==> src/rtl/l1_dcache_ctrl_pkg.sv <==
// Shared types and geometry constants for the L1 data cache controller.
// The default-geometry constants below mirror the parameter defaults of the top.
package l1_dcache_ctrl_pkg;

    typedef enum logic [1:0] {
        IDLE  = 2'd0,
        FILL  = 2'd1,
        WRITE = 2'd2
    } state_t;

    localparam int DEF_NUM_LINES      = 16;
    localparam int DEF_WORDS_PER_LINE = 4;

    localparam int WORD_W   = $clog2(DEF_WORDS_PER_LINE);
    localparam int INDEX_W  = $clog2(DEF_NUM_LINES);
    localparam int OFFSET_W = WORD_W + 2;
    localparam int TAG_W    = 32 - OFFSET_W - INDEX_W;

endpackage

==> src/rtl/l1_dcache_ctrl_array.sv <==
// Tag, valid and data storage for the direct-mapped cache: synchronous writes,
// asynchronous reads. Only the valid bits are reset.
module dcache_array #(
    parameter int NUM_LINES      = 16,
    parameter int WORDS_PER_LINE = 4,
    parameter int IDX_W          = 4,
    parameter int WRD_W          = 2,
    parameter int TG_W           = 24
) (
    input  logic             clk,
    input  logic             reset,
    input  logic [IDX_W-1:0] index,
    input  logic [WRD_W-1:0] rd_word,
    output logic             rd_valid,
    output logic [TG_W-1:0]  rd_tag,
    output logic [31:0]      rd_data,
    input  logic             data_we,
    input  logic [WRD_W-1:0] wr_word,
    input  logic [31:0]      wr_data,
    input  logic             tag_we,
    input  logic             tag_inv,
    input  logic [TG_W-1:0]  wr_tag
);

    logic [NUM_LINES-1:0] valid;
    logic [TG_W-1:0]      tags [NUM_LINES];
    logic [31:0]          data [NUM_LINES*WORDS_PER_LINE];

    always_ff @(posedge clk) begin
        if (!reset)
            valid <= '0;
        else if (tag_we)
            valid[index] <= 1'b1;
        else if (tag_inv)
            valid[index] <= 1'b0;
    end

    always_ff @(posedge clk) begin
        if (tag_we)
            tags[index] <= wr_tag;
        if (data_we)
            data[{index, wr_word}] <= wr_data;
    end

    assign rd_valid = valid[index];
    assign rd_tag   = tags[index];
    assign rd_data  = data[{index, rd_word}];

endmodule

==> src/rtl/l1_dcache_ctrl.sv <==
// Direct-mapped, write-through, no-write-allocate L1 data cache controller.
// Define DCACHE_STATS_EN to add the hit_cnt / miss_cnt statistics outputs.
module l1_dcache_ctrl import l1_dcache_ctrl_pkg::*; #(
    parameter int NUM_LINES      = DEF_NUM_LINES,
    parameter int WORDS_PER_LINE = DEF_WORDS_PER_LINE
) (
    input  logic        clk,
    input  logic        reset,
    input  logic        cpu_rd,
    input  logic        cpu_wr,
    input  logic [31:0] cpu_addr,
    input  logic [31:0] cpu_wdata,
    output logic [31:0] cpu_rdata,
    output logic        cpu_stall,
    output logic        mem_req,
    output logic        mem_we,
    output logic [31:0] mem_addr,
    output logic [31:0] mem_wdata,
    input  logic [31:0] mem_rdata,
    input  logic        mem_ack
`ifdef DCACHE_STATS_EN
    ,
    output logic [31:0] hit_cnt,
    output logic [31:0] miss_cnt
`endif
);

    localparam int WRD_W = $clog2(WORDS_PER_LINE);
    localparam int IDX_W = $clog2(NUM_LINES);
    localparam int OFF_W = WRD_W + 2;
    localparam int TG_W  = 32 - OFF_W - IDX_W;

    state_t             state;
    logic [31:2]        lat_addr;
    logic [31:0]        lat_wdata;
    logic [WRD_W-1:0]   cnt;
    logic [31:2]        addr_sel;
    logic               rd_valid, hit, is_rd, rd_hit, rd_miss, last;
    logic               fill_ack, wr_ack;
    logic [TG_W-1:0]    rd_tag;
    logic [31:0]        rd_data;
    logic               unused_bits;

    assign unused_bits = ^cpu_addr[1:0];

    // Outside IDLE the pipeline is frozen, so the latched address drives lookup.
    assign addr_sel = (state == IDLE) ? cpu_addr[31:2] : lat_addr;
    assign hit      = rd_valid && (rd_tag == addr_sel[31 -: TG_W]);
    assign is_rd    = cpu_rd && !cpu_wr;
    assign rd_hit   = (state == IDLE) && is_rd && hit;
    assign rd_miss  = (state == IDLE) && is_rd && !hit;
    assign last     = (cnt == WRD_W'(WORDS_PER_LINE - 1));
    assign fill_ack = (state == FILL) && mem_ack;
    assign wr_ack   = (state == WRITE) && mem_ack;

    dcache_array #(
        .NUM_LINES      (NUM_LINES),
        .WORDS_PER_LINE (WORDS_PER_LINE),
        .IDX_W          (IDX_W),
        .WRD_W          (WRD_W),
        .TG_W           (TG_W)
    ) u_array (
        .clk      (clk),
        .reset    (reset),
        .index    (addr_sel[OFF_W +: IDX_W]),
        .rd_word  (addr_sel[2 +: WRD_W]),
        .rd_valid (rd_valid),
        .rd_tag   (rd_tag),
        .rd_data  (rd_data),
        .data_we  (fill_ack || (wr_ack && hit)),
        .wr_word  ((state == FILL) ? cnt : addr_sel[2 +: WRD_W]),
        .wr_data  ((state == FILL) ? mem_rdata : lat_wdata),
        .tag_we   (fill_ack && last),
        .tag_inv  (rd_miss),
        .wr_tag   (addr_sel[31 -: TG_W])
    );

    always_ff @(posedge clk) begin
        if (!reset) begin
            state <= IDLE;
            cnt   <= '0;
        end else begin
            case (state)
                IDLE: begin
                    if (cpu_wr) begin
                        state     <= WRITE;
                        lat_addr  <= cpu_addr[31:2];
                        lat_wdata <= cpu_wdata;
                    end else if (rd_miss) begin
                        state    <= FILL;
                        lat_addr <= cpu_addr[31:2];
                        cnt      <= '0;
                    end
                end
                FILL: begin
                    if (mem_ack) begin
                        cnt <= cnt + 1'b1;
                        if (last)
                            state <= IDLE;
                    end
                end
                WRITE: if (mem_ack) state <= IDLE;
                default: state <= IDLE;
            endcase
        end
    end

    // A store releases the pipeline in its ack cycle; a load miss stalls
    // through the last ack and completes as a hit on the retry.
    always_comb begin
        cpu_stall = 1'b0;
        case (state)
            IDLE:    cpu_stall = cpu_wr || (cpu_rd && !hit);
            FILL:    cpu_stall = 1'b1;
            WRITE:   cpu_stall = !mem_ack;
            default: cpu_stall = 1'b0;
        endcase
    end

    assign cpu_rdata = rd_hit ? rd_data : 32'h0;
    assign mem_req   = (state == FILL) || (state == WRITE);
    assign mem_we    = (state == WRITE);
    assign mem_wdata = (state == WRITE) ? lat_wdata : 32'h0;
    assign mem_addr  = (state == FILL)  ? {lat_addr[31:OFF_W], cnt, 2'b00} :
                       (state == WRITE) ? {lat_addr, 2'b00} : 32'h0;

`ifdef DCACHE_STATS_EN
    always_ff @(posedge clk) begin
        if (!reset) begin
            hit_cnt  <= '0;
            miss_cnt <= '0;
        end else begin
            if (rd_hit || (wr_ack && hit))
                hit_cnt <= hit_cnt + 1'b1;
            if (rd_miss || (wr_ack && !hit))
                miss_cnt <= miss_cnt + 1'b1;
        end
    end
`endif

endmodule

==> config.mk <==
export PLATFORM = sky130hd
export DESIGN_NAME = l1_dcache_ctrl
export DESIGN_NICKNAME = d
export VERILOG_FILES = /design/src/rtl/l1_dcache_ctrl_pkg.sv /design/src/rtl/l1_dcache_ctrl_array.sv /design/src/rtl/l1_dcache_ctrl.sv
export SDC_FILE = /design/constraint.sdc
export NUM_CORES = 2
export LEC_CHECK = 0
export CORE_UTILIZATION = 66
export CTS_BUF_LIST = sky130_fd_sc_hd__clkbuf_8 sky130_fd_sc_hd__clkbuf_16
export DETAILED_ROUTE_END_ITERATION = 6
export PLACE_DENSITY = 0.87
export SLEW_MARGIN = 20
export SYNTH_ARGS = -nofsm -noshare
export SYNTH_HDL_FRONTEND = slang
export SYNTH_HIERARCHICAL = 1
export SYNTH_SLANG_ARGS = --single-unit
==> constraint.sdc <==
create_clock -name clk -period 18.2 [get_ports clk]
set_input_delay 2.73 -clock clk [delete_from_list [all_inputs] [get_ports clk]]
set_output_delay 2.73 -clock clk [all_outputs]
set_load 0.01 [all_outputs]
; Word-level counts from Yosys, hierarchy flattened
; Memories as Yosys holds them, arrays and structs flattened.
; Cells that the tools add are included.
[word_totals]
in_bits = 101
register_bits = 82
n_memories = 2
mem_bits_rw = 2432
elab_cells = 78
out_inout_bits = 99
[memory_table]
columns = memory, depth, width, rd, rd_clocked_by_memory_dff, wr, line
row1 = u_array.data, 64, 32, 1, 0, 1, l1_dcache_ctrl_array.sv:27  ; logic [31:0] data [NUM_LINES*WORDS_PER_LINE];
row2 = u_array.tags, 16, 24, 1, 0, 1, l1_dcache_ctrl_array.sv:26  ; logic [TG_W-1:0] tags [NUM_LINES];
[op_classes]
n_lt_le_gt_ge = 2
n_addsub = 1
bitwise = 3
n_reduce_logical = 25
mux = 30
n_eq_ne = 10
[op_table]
columns = cell, n
row1 = $mux 32, 5
row2 = $mux 30, 3
row3 = $mux 16, 2
row4 = $eq 24x24->1, 1
row5 = $mux 2, 9
row6 = $and 16x16->16, 1
row7 = $not 16->16, 1
row8 = $or 16x16->16, 1
row9 = $logic_and 1x1->1, 11
row10 = $ne 2x2->1 const B, 4
row11 = $reduce_and 4->1, 2
row12 = $mux 1, 6
row13 = $pmux 2 s3, 1
row14 = $reduce_and 3->1, 2
row15 = $reduce_bool 2->1, 3
row16 = $lt 4x5->1 const B, 1
row17 = $bmux 1 s4, 1
row18 = $demux 1 s4, 1
row19 = $eq 2x2->1 const B, 2
row20 = $ge 4x1->1 const B, 1
row21 = $pmux 2 s2, 1
row22 = $logic_not 1->1, 3
row23 = $logic_or 1x1->1, 3
row24 = $ne 3x3->1 const B, 1
row25 = other kinds (5), 5

; Logic depth before layout (Yosys ltp)
[logic_depth]
depth_word = 10
ltp_mapped = 19
ltp_nobuf = 13

; By module
; The synthesis kept the hierarchy.
[modules_own_cells]
columns = module, seq_area_each_um2, area_per_inst_um2, cells_per_inst, instances
row1 = dcache_array, 73350.3, 92296.0, 3881, 1
row2 = l1_dcache_ctrl, 1941.9, 4067.7, 340, 1

; Worst setup path before layout
; Ideal clock, no wire load.
[synth_path]
kind = input-to-reg
start = in cpu_addr[4]
end = mem u_array.data[49][0] (enable)
setup_time_ns = 0.461
t_required_ns = 17.739
path_buffers = 3
path_slack_ns = 9.573
arrival_time_ns = 8.167
stages = 13
path_cell_list = mux2_2 -> clkbuf_1 -> buf_2 -> buf_2 -> mux4_2 -> mux4_2 -> xor2_1 -> nor4_1 -> and4_1 -> a31oi_1 -> nor2_1 -> nand3_1 -> nor3_1
[synth_via]
elab_chain_len = 8
elab_cells_between_ends = 10
cone_classes = eq/ne (1) / mux (5) / reduce/logical (3) / memory (1)
[synth_rtl]
columns = item, line
row1 = start: declaration, l1_dcache_ctrl.sv:11  ; input logic [31:0] cpu_addr,
row2 = $mux 30, l1_dcache_ctrl.sv:47  ; assign addr_sel = (state == IDLE) ? cpu_addr[31:2] : lat_addr;
row3 = $mem_v2 16x24, n/a
row4 = net rd_tag[3], l1_dcache_ctrl.sv:40  ; logic [TG_W-1:0] rd_tag;
row5 = $eq 24x24->1, l1_dcache_ctrl.sv:48  ; assign hit = rd_valid && (rd_tag == addr_sel[31 -: TG_W]);
row6 = $logic_and 1x1->1, l1_dcache_ctrl.sv:48
row7 = $logic_and 1x1->1, l1_dcache_ctrl.sv:70  ; .data_we (fill_ack || (wr_ack && hit)),
row8 = $logic_or 1x1->1, l1_dcache_ctrl.sv:70
row9 = $mux 1, l1_dcache_ctrl_array.sv:41  ; if (data_we)
row10 = $mux 1 (not written as such), l1_dcache_ctrl_array.sv:42  ; data[{index, wr_word}] <= wr_data;
row11 = end: declaration, l1_dcache_ctrl_array.sv:27
; The timed path passes the listed nets, and every way through them passes these cells. The select of a mux whose other input is x is not followed.

; Worst setup path in the final report
[layout_path]
start = in cpu_addr[4]
end = out cpu_rdata[18]
[layout_via]
elab_chain_len = 6
elab_cells_between_ends = 9
cone_classes = eq/ne (1) / mux (4) / reduce/logical (2) / memory (2)
[layout_rtl]
columns = item, line
row1 = $mux 30, l1_dcache_ctrl.sv:47
row2 = "net addr_sel, one bit", l1_dcache_ctrl.sv:37  ; logic [31:2] addr_sel;
row3 = $mem_v2 16x24, n/a
row4 = net rd_tag[6], l1_dcache_ctrl.sv:40
row5 = $eq 24x24->1, l1_dcache_ctrl.sv:48
row6 = $logic_and 1x1->1, l1_dcache_ctrl.sv:48
row7 = $logic_and 1x1->1, l1_dcache_ctrl.sv:50  ; assign rd_hit = (state == IDLE) && is_rd && hit;
row8 = $mux 32, l1_dcache_ctrl.sv:120  ; assign cpu_rdata = rd_hit ? rd_data : 32'h0;
row9 = end: declaration, l1_dcache_ctrl.sv:13  ; output logic [31:0] cpu_rdata,
; The timed path passes the listed nets, and every way through them passes these cells. The select of a mux whose other input is x is not followed.

==> summary.md <==
| Metric | Value |
|---|---|
| Status | complete, but fails checks |
| Violated checks | design-rule violations |
| Global-route wire length before repair | 418,400 um |
| Simple-gate area share of the yosys netlist | 0.01633 |
| VDD IR max | 144.3 uV |
| Clock Skews | 34.46 ps |
| Setup violations, final | 0 |
| DR iter-0 viols | ~12,000 |
| Starting Density | 0.6684 |
| Tcrit/Tclk final | 0.6541 |
| Critical Path RT | about 15,000 ps |
| RD Place Congestion | ~0.81 |
| # port buffers | about 200 |
| Die X | 384.1 um |
| Post-Route WL | 312,000 um |
| CP max stage delay | between 600 and 700 ps |
| Share of layout cells above drive strength 1 | 0.2621 |
| Clock-pin slew on the worst setup and hold paths | 70 ps |
| Crit path kind | input pin to output port |
| End of the critical path | cpu_rdata[18] |
| Vias in the first global route | around 53,000 |
| Pleak | 33.56 nW |
| Sequential area share after synthesis | 0.7813 |
| Synth cell types | between 40 and 50 |
| Antenna Violating Nets Remaining | 0 |
| Clock Path Buffers | 3 |
| Largest net degree at the start of global routing | roughly 140 |
| Crit. path cell count | 13 |
| Clock Root Buffer | clkbuf_16 |
| NumNets Final | 4,627 |
| FILL cells | about 6,500 |
| Pins Over Slew Limit | 0 |
| Share of the synthesized area in the top cell type | 0.7772 |
| Primary FF master, synth | edfxtp_1 |
| Switch Pwr | about 3.4 mW |
| Largest family of logic cells by synthesized area | multiplexers |
| RSZ-0062 raised after global routing | no |
| Synthesized area per cell | about 23 um2 |
| Crit path buf inv count | 5 |
| Most frequent cell after synthesis | edfxtp_1 |
| CP Max Fanout | 56 |
| Synthesis-to-finish area growth | 12.44% |
| Cells after DPL | 6,199 |
| Worst r2r dst | u_array/data[21][26]$_DFFE_PP_ |
| Total CTS buffers | 222 |
| Die Ht | approximately 380 um |
| Via count | around 54,000 |
| Worst setup SP type | input pin |
| Core Rows | around 140 |
| Core area | ~0.14 mm2 |
| Top cells by count, synth | 2,494 x edfxtp_1, 637 x mux4_2, 256 x a22oi_1 |
| Most area-consuming cells after synthesis | edfxtp_1 78%, mux4_2 15%, a22oi_1 2.0% |
| Crit path max-delay family | buffers and inverters |
| Clock latency on the worst-skew pair | 880 ps |
| XOR/XNOR share of the synthesized area | 0.002181 |
| Remaining routing DRC violations | 5 |
| Crit-path most repeated cell | buf_4 |
| PwrDens | 120.4 mW/mm2 |
| Worst Max-Slew Pin Slew | 1275 ps |
| Dominant cell type by area after synthesis | edfxtp_1 |
| Combinational power share | 0.131 |
| DR WL/cell | ~47 um |
| Headroom to the max-slew limit | 0.1473 |
| Crit path DAT | 9180 ps |
| Layout Cells excl Fill | ~6,600 |
| Setup crit start | cpu_addr[4] |
| Detailed Place HPWL | ~140,000 um |
| Max Cap Viol | 0 |
| Crit-path slowest cell | buf_4 |
| Crit. End Element | output port |
| CTS tree | yes |
| Initial antenna violation count | 24 |
| Final Hold Fails | 0 |
| Tmin final | between 10,000 and 15,000 ps |
| Int Power | between 9 and 10 mW |
| Compound-Gate Fraction of Synth Area | 0.03038 |
| HP Class | register to register |
| Fmax | ~84 MHz |
| Die Area | ~0.15 mm2 |
| Mapped cell area | roughly 0.096 mm2 |
| Sw Share | 0.2622 |
| Reg-to-reg startpoint | state[0]$_SDFFE_PN0P_ |
| Vias per cell | ~8.2 |
| Tot GR Track Use | 0.4151 |
| Reg2Reg Setup Slack | 9070 ps |
| Post-Synthesis Cells | about 4,200 |
| Clk pwr share | 0.371 |
| CTS Hold Bufs | 0 |
| Flops & latches, synth | between 2,000 and 3,000 |
| Post-synth ARST share | 0 |
| Worst r2r path cells | 17 |
| Yosys Warn Count | 6 |
| Crit-path cells | clkdlybuf4s50_1 -> mux2_8 -> buf_4 -> buf_4 -> mux4_2 -> mux4_2 -> xor2_1 -> nor4_1 -> nand4_1 -> nor3_4 -> buf_4 -> and2_1 -> clkdlybuf4s50_1 |
| CTS H-tree lvls | 4 |
| Post-CTS Resized | 0 |
| Multiplexer area fraction after synthesis | 0.1568 |
| Synth Area in Adders | 0.0006492 |
| Sink Count | between 2,000 and 3,000 |
| Pre-antenna DRT Iters | 7 |
| Grt total ovfl | 0 |
| Sequential share of power | 0.498 |
| Post-CTS setup buffers | 0 |
| Number of synthesized flops with an enable pin | between 2,000 and 2,500 |
| Num ports | 200 |
| Fin Setup TNS | 0 ps |
-- cell type report --
type	instances	area, um2	area share
Sequential cell	2514	75290	0.6949
Multi-Input combinational cell	1454	20610	0.1903
Clock buffer	225	5630	0.05196
Timing Repair Buffer	324	2965	0.02737
Tap cell	1903	2381	0.02197
Clock inverter	178	1438	0.01327
Inverter	5	18.77	0.0001732
Antenna cell	5	12.51	0.0001155
-- metal layers --
metal,up-vias,wire (um),global-route usage,part of all wire
met3,1785,46410,0.09402,0.15
met4,28,32020,0.2976,0.10
li1,18590,-,-,-
met2,7210,147100,0.6555,0.47
met5,-,180,0,0.00058
met1,26410,86230,0.5141,0.28
-- power groups by stage --
stage,Combinational [mW],Sequential (mW),Clock [mW]
3_3_place_gp,1.46,6.62,0
3_5_place_dp,1.53,6.62,0
6_report,1.71,6.49,4.84
4_1_cts,1.62,6.50,4.76
5_1_grt,1.72,6.49,4.98
2_1_floorplan,1.01,6.61,0
-- state kept, by name (all words and copies together), names as in the netlist, named ones only --
name,flops
u_array/data,2048
u_array/tags,384
lat_wdata,32
lat_addr,30
cnt,2
state,2
-- placed cells by master (no fill, tap or decap), drive strengths merged, types with 2 or more instances in the layout --
master / n
edfxtp: 2494
mux4: 637
a22oi: 256
clkbuf: 225
clkdlybuf4s50: 195
a21oi: 133
buf: 129
clkinv: 101
nor2: 86
and2: 65
mux2: 64
inv: 53
nor2b: 37
or4: 32
o21a: 30
xor2: 24
bufinv: 20
dfxtp: 20
nand2: 16
nand3: 12
nor4: 11
clkinvlp: 9
nor3: 8
nand2b: 7
diode: 5
o21ai: 5
ha: 5
a22o: 3
nand4: 3
and3: 3
conb: 2
nand3b: 2
o31a: 2
-- worst reg2reg max path, delay by kind of cell (launching register included) --
| family | cells | cell delay, ps |
|---|---|---|
| AO/OA/AOI/OAI | 1 | 130 |
| XOR/XNOR | 1 | 240 |
| adder cells (fa/ha/maj) | 1 | 210 |
| buffers and inverters | 5 | 2650 |
| flip-flops | 1 | 400 |
| multiplexers | 3 | 1560 |
| AND/OR/NAND/NOR | 6 | 3510 |
-- worst min path at each step --
stage / endpoint / slack [ps] / cells after the start
floorplan: state[0]$_SDFFE_PN0P_ / 480 / 2
global placement: state[0]$_SDFFE_PN0P_ / 520 / 2
detailed placement: register / 540 / 2
CTS: register / 570 / 2
global route: register / 590 / 2
finish: register / 580 / 2
-- cell families (layout without fill, tap and decap cells) --
| family | after synthesis | in the layout |
|---|---|---|
| mux | 702 | 702 |
| buf+inv | 254 | 732 |
| xor+xnor | 24 | 24 |
| compound gates | 435 | 435 |
| simple gates | 286 | 286 |
| flops | 2514 | 2514 |
| fa+ha+maj | 5 | 5 |
| other cells | 1 | 7 |
-- stage by stage --
| step | hold WS, ps | total power, mW | util | area (um2) | setup WS (ps) |
|---|---|---|---|---|---|
| after floorplan | 483.5 | 7.627 | - | 96370 | 9573 |
| after global placement | 523.6 | 8.076 | 0.7016 | 101200 | 6802 |
| after detailed placement | 544.6 | 8.152 | 0.7016 | 101200 | 6607 |
| after CTS | 574.8 | 12.88 | 0.7506 | 108200 | 6316 |
| after global routing | 588.2 | 13.19 | 0.7515 | 108300 | 6040 |
| final | 583.2 | 13.04 | 0.7515 | 108400 | 6295 |
No activity file was read; power rests on OpenSTA's default activity.
